[config.mk]
export PLATFORM = sky130hd
export DESIGN_NAME = mem_port_arbiter
export DESIGN_NICKNAME = d
export VERILOG_FILES = /design/src/rtl/mem_arb_pkg.sv /design/src/rtl/arb_req_latch.sv /design/src/rtl/mem_port_arbiter.sv
export SDC_FILE = /design/constraint.sdc
export NUM_CORES = 1
export LEC_CHECK = 0
export ABC_AREA = 1
export CAP_MARGIN = 20
export CORE_UTILIZATION = 37
export CTS_CLUSTER_SIZE = 16
export DETAILED_ROUTE_END_ITERATION = 10
export GPL_TIMING_DRIVEN = 0
export HOLD_SLACK_MARGIN = 0.08
export PLACE_DENSITY = 0.76
export SLEW_MARGIN = 20
export SYNTH_ARGS = -nofsm -noshare
export SYNTH_HDL_FRONTEND = slang
export SYNTH_SLANG_ARGS = --single-unit
[constraint.sdc]
create_clock -name clk -period 1.6 [get_ports clk]
set_clock_uncertainty 0.2 [all_clocks]
set_input_delay 0.32 -clock clk [delete_from_list [all_inputs] [get_ports clk]]
set_output_delay 0.32 -clock clk [all_outputs]
set_load 0.01 [all_outputs]
[src/rtl/mem_arb_pkg.sv]
// Shared types and defaults for the instruction/data memory port arbiter.
package mem_arb_pkg;

    localparam int unsigned STARVE_LIMIT_DEF = 3;
    localparam int unsigned DATA_W           = 32;
    localparam int unsigned BE_W             = 4;

    typedef enum logic [1:0] {
        IDLE   = 2'd0,
        BUSY_I = 2'd1,
        BUSY_D = 2'd2
    } arb_state_e;

    // Captured request attributes; the address travels separately since its width is a parameter.
    typedef struct packed {
        logic              we;
        logic [DATA_W-1:0] wdata;
        logic [BE_W-1:0]   be;
    } req_attr_t;

    function automatic int unsigned cnt_width(input int unsigned limit);
        return (limit < 32'd1) ? 32'd1 : 32'($clog2(limit + 32'd1));
    endfunction

endpackage

[src/rtl/arb_req_latch.sv]
// Holds the address and attributes of the granted request for the whole memory access.
module arb_req_latch
    import mem_arb_pkg::*;
#(
    parameter int unsigned ADDR_W = 32
) (
    input  logic              clk,
    input  logic              reset,
    input  logic              load,
    input  logic              retire,
    input  logic [ADDR_W-1:0] load_addr,
    input  req_attr_t         load_attr,
    output logic [ADDR_W-1:0] addr,
    output req_attr_t         attr
);

    // Write enable is dropped on retire so the port never shows a write while idle.
    always_ff @(posedge clk or negedge reset) begin
        if (!reset) begin
            addr <= '0;
            attr <= '0;
        end else if (load) begin
            addr <= load_addr;
            attr <= load_attr;
        end else if (retire) begin
            attr.we <= 1'b0;
        end
    end

endmodule

[src/rtl/mem_port_arbiter.sv]
// Arbitrates instruction fetch and data accesses onto one memory port, data first with a
// starvation guard that periodically forces a fetch through.
module mem_port_arbiter
    import mem_arb_pkg::*;
#(
    parameter int unsigned STARVE_LIMIT = STARVE_LIMIT_DEF,
    parameter int unsigned ADDR_W       = 32
) (
    input  logic              clk,
    input  logic              reset,

    input  logic              if_req,
    input  logic [ADDR_W-1:0] if_addr,
    output logic              if_gnt,
    output logic              if_valid,
    output logic [DATA_W-1:0] if_rdata,

    input  logic              d_req,
    input  logic              d_we,
    input  logic [ADDR_W-1:0] d_addr,
    input  logic [DATA_W-1:0] d_wdata,
    input  logic [BE_W-1:0]   d_be,
    output logic              d_gnt,
    output logic              d_valid,
    output logic [DATA_W-1:0] d_rdata,

    output logic              mem_req,
    output logic              mem_we,
    output logic [ADDR_W-1:0] mem_addr,
    output logic [DATA_W-1:0] mem_wdata,
    output logic [BE_W-1:0]   mem_be,
    input  logic              mem_ready,
    input  logic [DATA_W-1:0] mem_rdata,

    output logic              stall
);

    localparam int unsigned        CNT_W      = cnt_width(STARVE_LIMIT);
    localparam logic [CNT_W-1:0]   STARVE_MAX = CNT_W'(STARVE_LIMIT);

    arb_state_e        state_q, state_d;
    logic [CNT_W-1:0]  starve_q, starve_d;
    logic              idle, fetch_win, data_win, accept, done;
    logic              mem_req_d, if_valid_d, d_valid_d;
    logic [DATA_W-1:0] if_rdata_d, d_rdata_d;
    logic [ADDR_W-1:0] nxt_addr, lat_addr;
    req_attr_t         nxt_attr, lat_attr;

    // Arbitration, next state and next registered outputs.
    always_comb begin
        state_d    = state_q;
        starve_d   = starve_q;
        if_valid_d = 1'b0;
        d_valid_d  = 1'b0;
        if_rdata_d = if_rdata;
        d_rdata_d  = d_rdata;
        nxt_attr   = '0;

        idle      = (state_q == IDLE);
        fetch_win = if_req & (~d_req | (starve_q == STARVE_MAX));
        data_win  = d_req & ~fetch_win;
        accept    = idle & (fetch_win | data_win);
        done      = ~idle & mem_ready;

        nxt_addr = fetch_win ? if_addr : d_addr;
        if (fetch_win) begin
            nxt_attr.we    = 1'b0;
            nxt_attr.wdata = '0;
            nxt_attr.be    = '1;
        end else begin
            nxt_attr.we    = d_we;
            nxt_attr.wdata = d_wdata;
            nxt_attr.be    = d_be;
        end

        case (state_q)
            IDLE: begin
                if (fetch_win) begin
                    state_d  = BUSY_I;
                    starve_d = '0;
                end else if (data_win) begin
                    state_d = BUSY_D;
                    if (if_req && (starve_q != STARVE_MAX)) begin
                        starve_d = starve_q + CNT_W'(1);
                    end
                end
            end
            BUSY_I: begin
                if (mem_ready) begin
                    state_d    = IDLE;
                    if_valid_d = 1'b1;
                    if_rdata_d = mem_rdata;
                end
            end
            BUSY_D: begin
                if (mem_ready) begin
                    state_d   = IDLE;
                    d_valid_d = 1'b1;
                    if (!lat_attr.we) begin
                        d_rdata_d = mem_rdata;
                    end
                end
            end
            default: state_d = IDLE;
        endcase

        mem_req_d = (state_d != IDLE);
    end

    always_ff @(posedge clk or negedge reset) begin
        if (!reset) begin
            state_q  <= IDLE;
            starve_q <= '0;
            mem_req  <= 1'b0;
            if_valid <= 1'b0;
            d_valid  <= 1'b0;
            if_rdata <= '0;
            d_rdata  <= '0;
        end else begin
            state_q  <= state_d;
            starve_q <= starve_d;
            mem_req  <= mem_req_d;
            if_valid <= if_valid_d;
            d_valid  <= d_valid_d;
            if_rdata <= if_rdata_d;
            d_rdata  <= d_rdata_d;
        end
    end

    arb_req_latch #(
        .ADDR_W (ADDR_W)
    ) u_req_latch (
        .clk       (clk),
        .reset     (reset),
        .load      (accept),
        .retire    (done),
        .load_addr (nxt_addr),
        .load_attr (nxt_attr),
        .addr      (lat_addr),
        .attr      (lat_attr)
    );

    assign mem_addr  = lat_addr;
    assign mem_we    = lat_attr.we;
    assign mem_wdata = lat_attr.wdata;
    assign mem_be    = lat_attr.be;

    // Grants and stall are same-cycle handshakes, held low while reset is asserted.
    assign if_gnt = reset & idle & fetch_win;
    assign d_gnt  = reset & idle & data_win;
    assign stall  = reset & (~idle | (if_req & d_req) | if_valid | d_valid);

endmodule

### Word-level counts from Yosys, hierarchy flattened

Cells that the tools add are included.

* output and inout bits: 139
* logic and storage cells: 58
* memories kept: 0
* bits in latches: 0
* bits in read-only memories: 0
* input port bits: 138
* bits in registers: 140
* memory bits (writable): 0

* bitwise logic cells: 18
* divide/modulo/power cells: 0
* $add $sub $neg: 1
* mux-type cells: 14
* shift-type cells: 0
* reductions and logical operators: 10
* equality and inequality tests: 4
* order comparisons: 0
* $mul: 0

Operators with widths (number)
* 37-bit two-way mux: 1
* 32-bit two-way mux: 1
* 2-bit two-way mux: 6
* 1-bit bitwise AND: 9
* 2-bit nonzero test: 4
* 3-bit AND reduction: 2
* 1-bit two-way mux: 5
* 1-bit bitwise OR: 5
* 2-bit equality test, second input constant: 2
* 1-bit inverter: 4
* 2-bit one-hot mux with 2 select lines: 1
* 2-bit by 1-bit adder with 2-bit output, second input constant: 1
* 2-bit by 1-bit equality test with 1-bit output, second input constant: 1
* 2-bit zero test: 1
* 2-bit != test, second input constant: 1
* 2-bit AND reduction: 1
* 2-bit OR reduction: 1
* 1-bit logical AND: 1

### Logic depth before layout (Yosys ltp)

* depth in word-level cells: 9
* depth in mapped cells: 11
* mapped depth without buffers: 8

### By module

From an unflattened synthesis, not the netlist that was laid out.

* cells, all modules: 766
* area total of the unflattened synthesis: 6377.4 µm²

Modules (own cells, without submodules)
* mem_port_arbiter: cells an instance 474, times used 1, seq. area each 1776.7 µm², area an instance 3634.7 µm²
* arb_req_latch: cells an instance 292, times used 1, seq. area each 1726.7 µm², area an instance 2742.6 µm²

### Least setup slack after synthesis

No wires, ideal clock.

* path type: reg-to-output
* start: reg starve_q[0]
* end: out d_gnt
* data arrival time: 1.200 ns
* setup slack: -0.120 ns
* stages on the path, launching flop included: 8
* buffers on the path: 1
* required time: 1.080 ns
* cells stage by stage: dfrtp_1 > ha_1 > inv_1 > nand2_2 > nand2_2 > buf_2 > nand4_1 > inv_1

* cells in the longest elaborated chain, start to end: 6

Ends and longest elaborated chain
* start, declared: line mem_port_arbiter.sv:42 `logic [CNT_W-1:0] starve_q, starve_d;`
* start signal, assigned: line mem_port_arbiter.sv:121 `starve_q <= starve_d;`
* 2-bit equality test: line mem_port_arbiter.sv:60 `fetch_win = if_req & (~d_req | (starve_q == STARVE_MAX));`
* 1-bit bitwise OR: line mem_port_arbiter.sv:60
* 1-bit bitwise AND: line mem_port_arbiter.sv:60
* 1-bit inverter: line mem_port_arbiter.sv:61 `data_win = d_req & ~fetch_win;`
* 1-bit bitwise AND: line mem_port_arbiter.sv:61
* 1-bit bitwise AND: line mem_port_arbiter.sv:150 `assign d_gnt = reset & idle & data_win;`
* end, declared: line mem_port_arbiter.sv:23 `output logic d_gnt,`

Every way passes these cells.

### Final worst setup path

Same ends and word-level chain as after synthesis.

==> summary.md <==
| Metric | Value |
|---|---|
| Status | finished with violations |
| Failing checks | hold timing, setup timing |
| Fmax | 490.5 MHz |
| DR iter-0 viols | 276 |
| Max Cap Viol | 0 |
| Area growth, synth to finish | 83.30% |
| Total GRT Usage | 24.43% |
| CTS tree | done |
| Ranking of synthesized cells by instance count | 340 x nand2_1, 140 x dfrtp_1, 51 x o21ai_0 |
| Net Sw Frac | 34.74% |
| Post-DP HPWL | 12810 um |
| Final worst path period need | 2039 ps |
| Die height | 127.9 um |
| IO buf count | 275 |
| Leak | 5.512 nW |
| Mapped Nets | 839 |
| Num CTS Buffers | 17 |
| Vias | 5869 |
| Clock transition at path regs | 60 ps |
| Setup-failing EPs final | 105 |
| CP arrival | 1520 ps |
| Comb pwr share | 47.3% |
| Worst Path Max Fanout | 3 |
| Row cnt | 45 |
| Post-DP Area | 0.008972 mm2 |
| Synth Register Bits | 140 |
| Most common cell in the netlist | nand2_1 |
| Power density cells | 1829 mW/mm2 |
| Routed WL | 19820 um |
| Clock net sink count | 140 |
| Max IR drop VDD | 0.9176 mV |
| Root Driver | clkbuf_16 |
| CTS H-tree lvls | 4 |
| CP Class | flip-flop to output port |
| Clock buffer depth | 2 |
| Worst Setup Start Kind | flip-flop |
| Yosys top cell by area | dfrtp_1 |
| Synthesized area | 0.005867 mm2 |
| Fillers | 1219 |
| ANT nets after route | 0 |
| Initial Util | 38.31% |
| Count of flip-flops with a built-in enable after synthesis | 0 |
| Via/cell ratio | 4.636 |
| Final hold vios | 79 |
| Hold WS | -327.9 ps |
| Sequential share of power | 31.3% |
| CP required | 1080 ps |
| R2R cell count | 11 |
| Ratio of cells with drive above 1 in the final layout | 25.43% |
| Nets | 1186 |
| Synth warnings | 0 |
| IO Pins | 277 |
| Tightest Pin Transition | 641.1 ps |
| Vias in the first global route | 5830 |
| Antenna violations before repair | 1 |
| Die Footprint | 0.01636 mm2 |
| NetSw | 6.835 mW |
| Synth Instances | 696 |
| Design area | 0.01075 mm2 |
| Part of the cycle the worst path needs | 127.4% |
| Average size of a mapped cell | 8.429 um2 |
| Endpoint class of the critical path | output port |
| Critical-path top delay cell | dfrtp_1 |
| Largest net degree at the start of global routing | 83 |
| Clock Latency Late Sink | 410 ps |
| Initial DRT Pass Iterations | 4 |
| Final setup margin | -438.9 ps |
| Global-route wire length before repair | 30210 um |
| Pins over their slew limit | 0 |
| Crit-path cells | ha_2 -> inv_2 -> nand2_4 -> nand2_4 -> buf_6 -> nand4_1 -> inv_1 -> buf_6 |
| RD Place Congestion | 0.7809 |
| Sequential share of the synthesized area | 59.71% |
| Min-Delay Path Class | input pin to asynchronous set/reset pin |
| Int Pwr | 12.84 mW |
| Yosys cell types | 21 |
| Synth area leaders | dfrtp_1 60%, nand2_1 22%, o21ai_0 4.4% |
| Max stage delay on crit path | 380 ps |
| Synth async-reset ratio | 100.0% |
| Clock network power share | 21.5% |
| Core area | 0.01531 mm2 |
| Average routed wire per standard cell | 15.65 um |
| Predominant post-synthesis flop cell | dfrtp_1 |
| Die X | 127.9 um |
| Slew HR | 57.26% |
| Yosys top cell area share | 59.71% |
| DRC | 0 |
| RSZ-0062 raised after global routing | yes |
| GR Overflow Total | 0 |
[logic make-up after synthesis]
| kind of cell | after synthesis | synth area share (%) |
|---|---|---|
| AO/OA/AOI/OAI | 67 | 5.758 |
| adder cells (fa/ha/maj) | 5 | 1.066 |
| buffers and inverters | 87 | 6.931 |
| flip-flops | 140 | 59.71 |
| AND/OR/NAND/NOR | 397 | 26.53 |
[placed cells by master, fill, tap and decap left out, drive strengths merged, types with 6 or more instances in the layout]
cell,n
buf,77
bufbuf,6
clkbuf,74
clkdlybuf4s15,93
clkdlybuf4s50,135
dfrtp,140
inv,48
nand2,345
nand3,35
nor2,13
o21ai,64
[layout make-up]
class / count / area (um2) / area share, %
Sequential cell: 140 / 3503 / 32.58
Timing Repair Buffer: 329 / 3326 / 30.92
Multi-Input combinational cell: 469 / 2331 / 21.68
Buffer: 38 / 508.0 / 4.724
Clock buffer: 18 / 429.2 / 3.991
Tap cell: 211 / 264.0 / 2.455
Clock inverter: 12 / 197.7 / 1.838
Inverter: 48 / 192.7 / 1.792
Antenna cell: 1 / 2.502 / 0.02327
[flip-flops by register name (all words and copies together), names as in the netlist]
name              cells
d_rdata              32
d_valid               1
if_rdata             32
if_valid              1
mem_req               1
starve_q              2
state_q               2
u_req_latch.addr     32
u_req_latch.attr     37
[worst paths after layout]
path	start	to	slack (ps)
worst max-delay path	starve_q[0]	d_gnt	-440
worst min-delay path	reset	if_rdata[10]	-330
worst max register to register	state_q[0]	d_rdata[26]	-420
worst min register to register	u_req_latch.addr[7]	u_req_latch.addr[7]	270
max in group asynchronous	reset	u_req_latch.addr[0]	800
min in group clk	if_req	starve_q[0]	120
[per-stage QoR]
| step | util [%] | std cells | setup slack (ps) | total power, mW | TNS (ps) |
|---|---|---|---|---|---|
| 4_1_cts | 69.00 | 1251 | -465.5 | 19.28 | -24080 |
| 6_report | 70.22 | 1266 | -438.9 | 19.67 | -34250 |
| 5_1_grt | 70.22 | 1266 | -551.6 | 20.82 | -41580 |
| 3_5_place_dp | 58.59 | 1183 | -1137 | 13.76 | -59250 |
| 2_1_floorplan | - | 696 | -71.48 | 9.267 | -3720 |
| 3_3_place_gp | 58.37 | 1182 | -5736 | 13.60 | -873750 |
[power by group through the flow]
stage               clock (mW)  combinational, mW  sequential, mW
floorplan                    0               2.51            6.76
global placement             0               7.60            6.01
detailed placement           0               7.72            6.04
CTS                       4.27               8.93            6.07
global route              4.43               10.0            6.34
finish                    4.22               9.30            6.15
[routing by layer]
| layer | vias up | track usage [%] | part of all wire, % |
|---|---|---|---|
| met2 | 196 | 42.14 | 51 |
| met1 | 2772 | 28.53 | 40 |
| met3 | 41 | 6.469 | 5.6 |
| li1 | 2860 | - | - |
| met5 | - | 0 | 0 |
| met4 | 0 | 10.93 | 3.1 |
[critical path, delay by kind of cell, from the launching register on]
kind | cells | cell delay (ps)
flip-flops | 1 | 380
buffers and inverters | 4 | 340
adder cells (fa/ha/maj) | 1 | 190
AND/OR/NAND/NOR | 3 | 190
[repair_timing]
item / CTS / global route
gates resized for setup: 442 / 136
gates cloned: 17 / 3
buffers inserted: 22 / 12
pin swaps: 11 / 11
endpoints found under the setup margin: 268 / 180
hold endpoints to repair: 79 / 79
No activity file was read; power rests on OpenSTA's default activity.
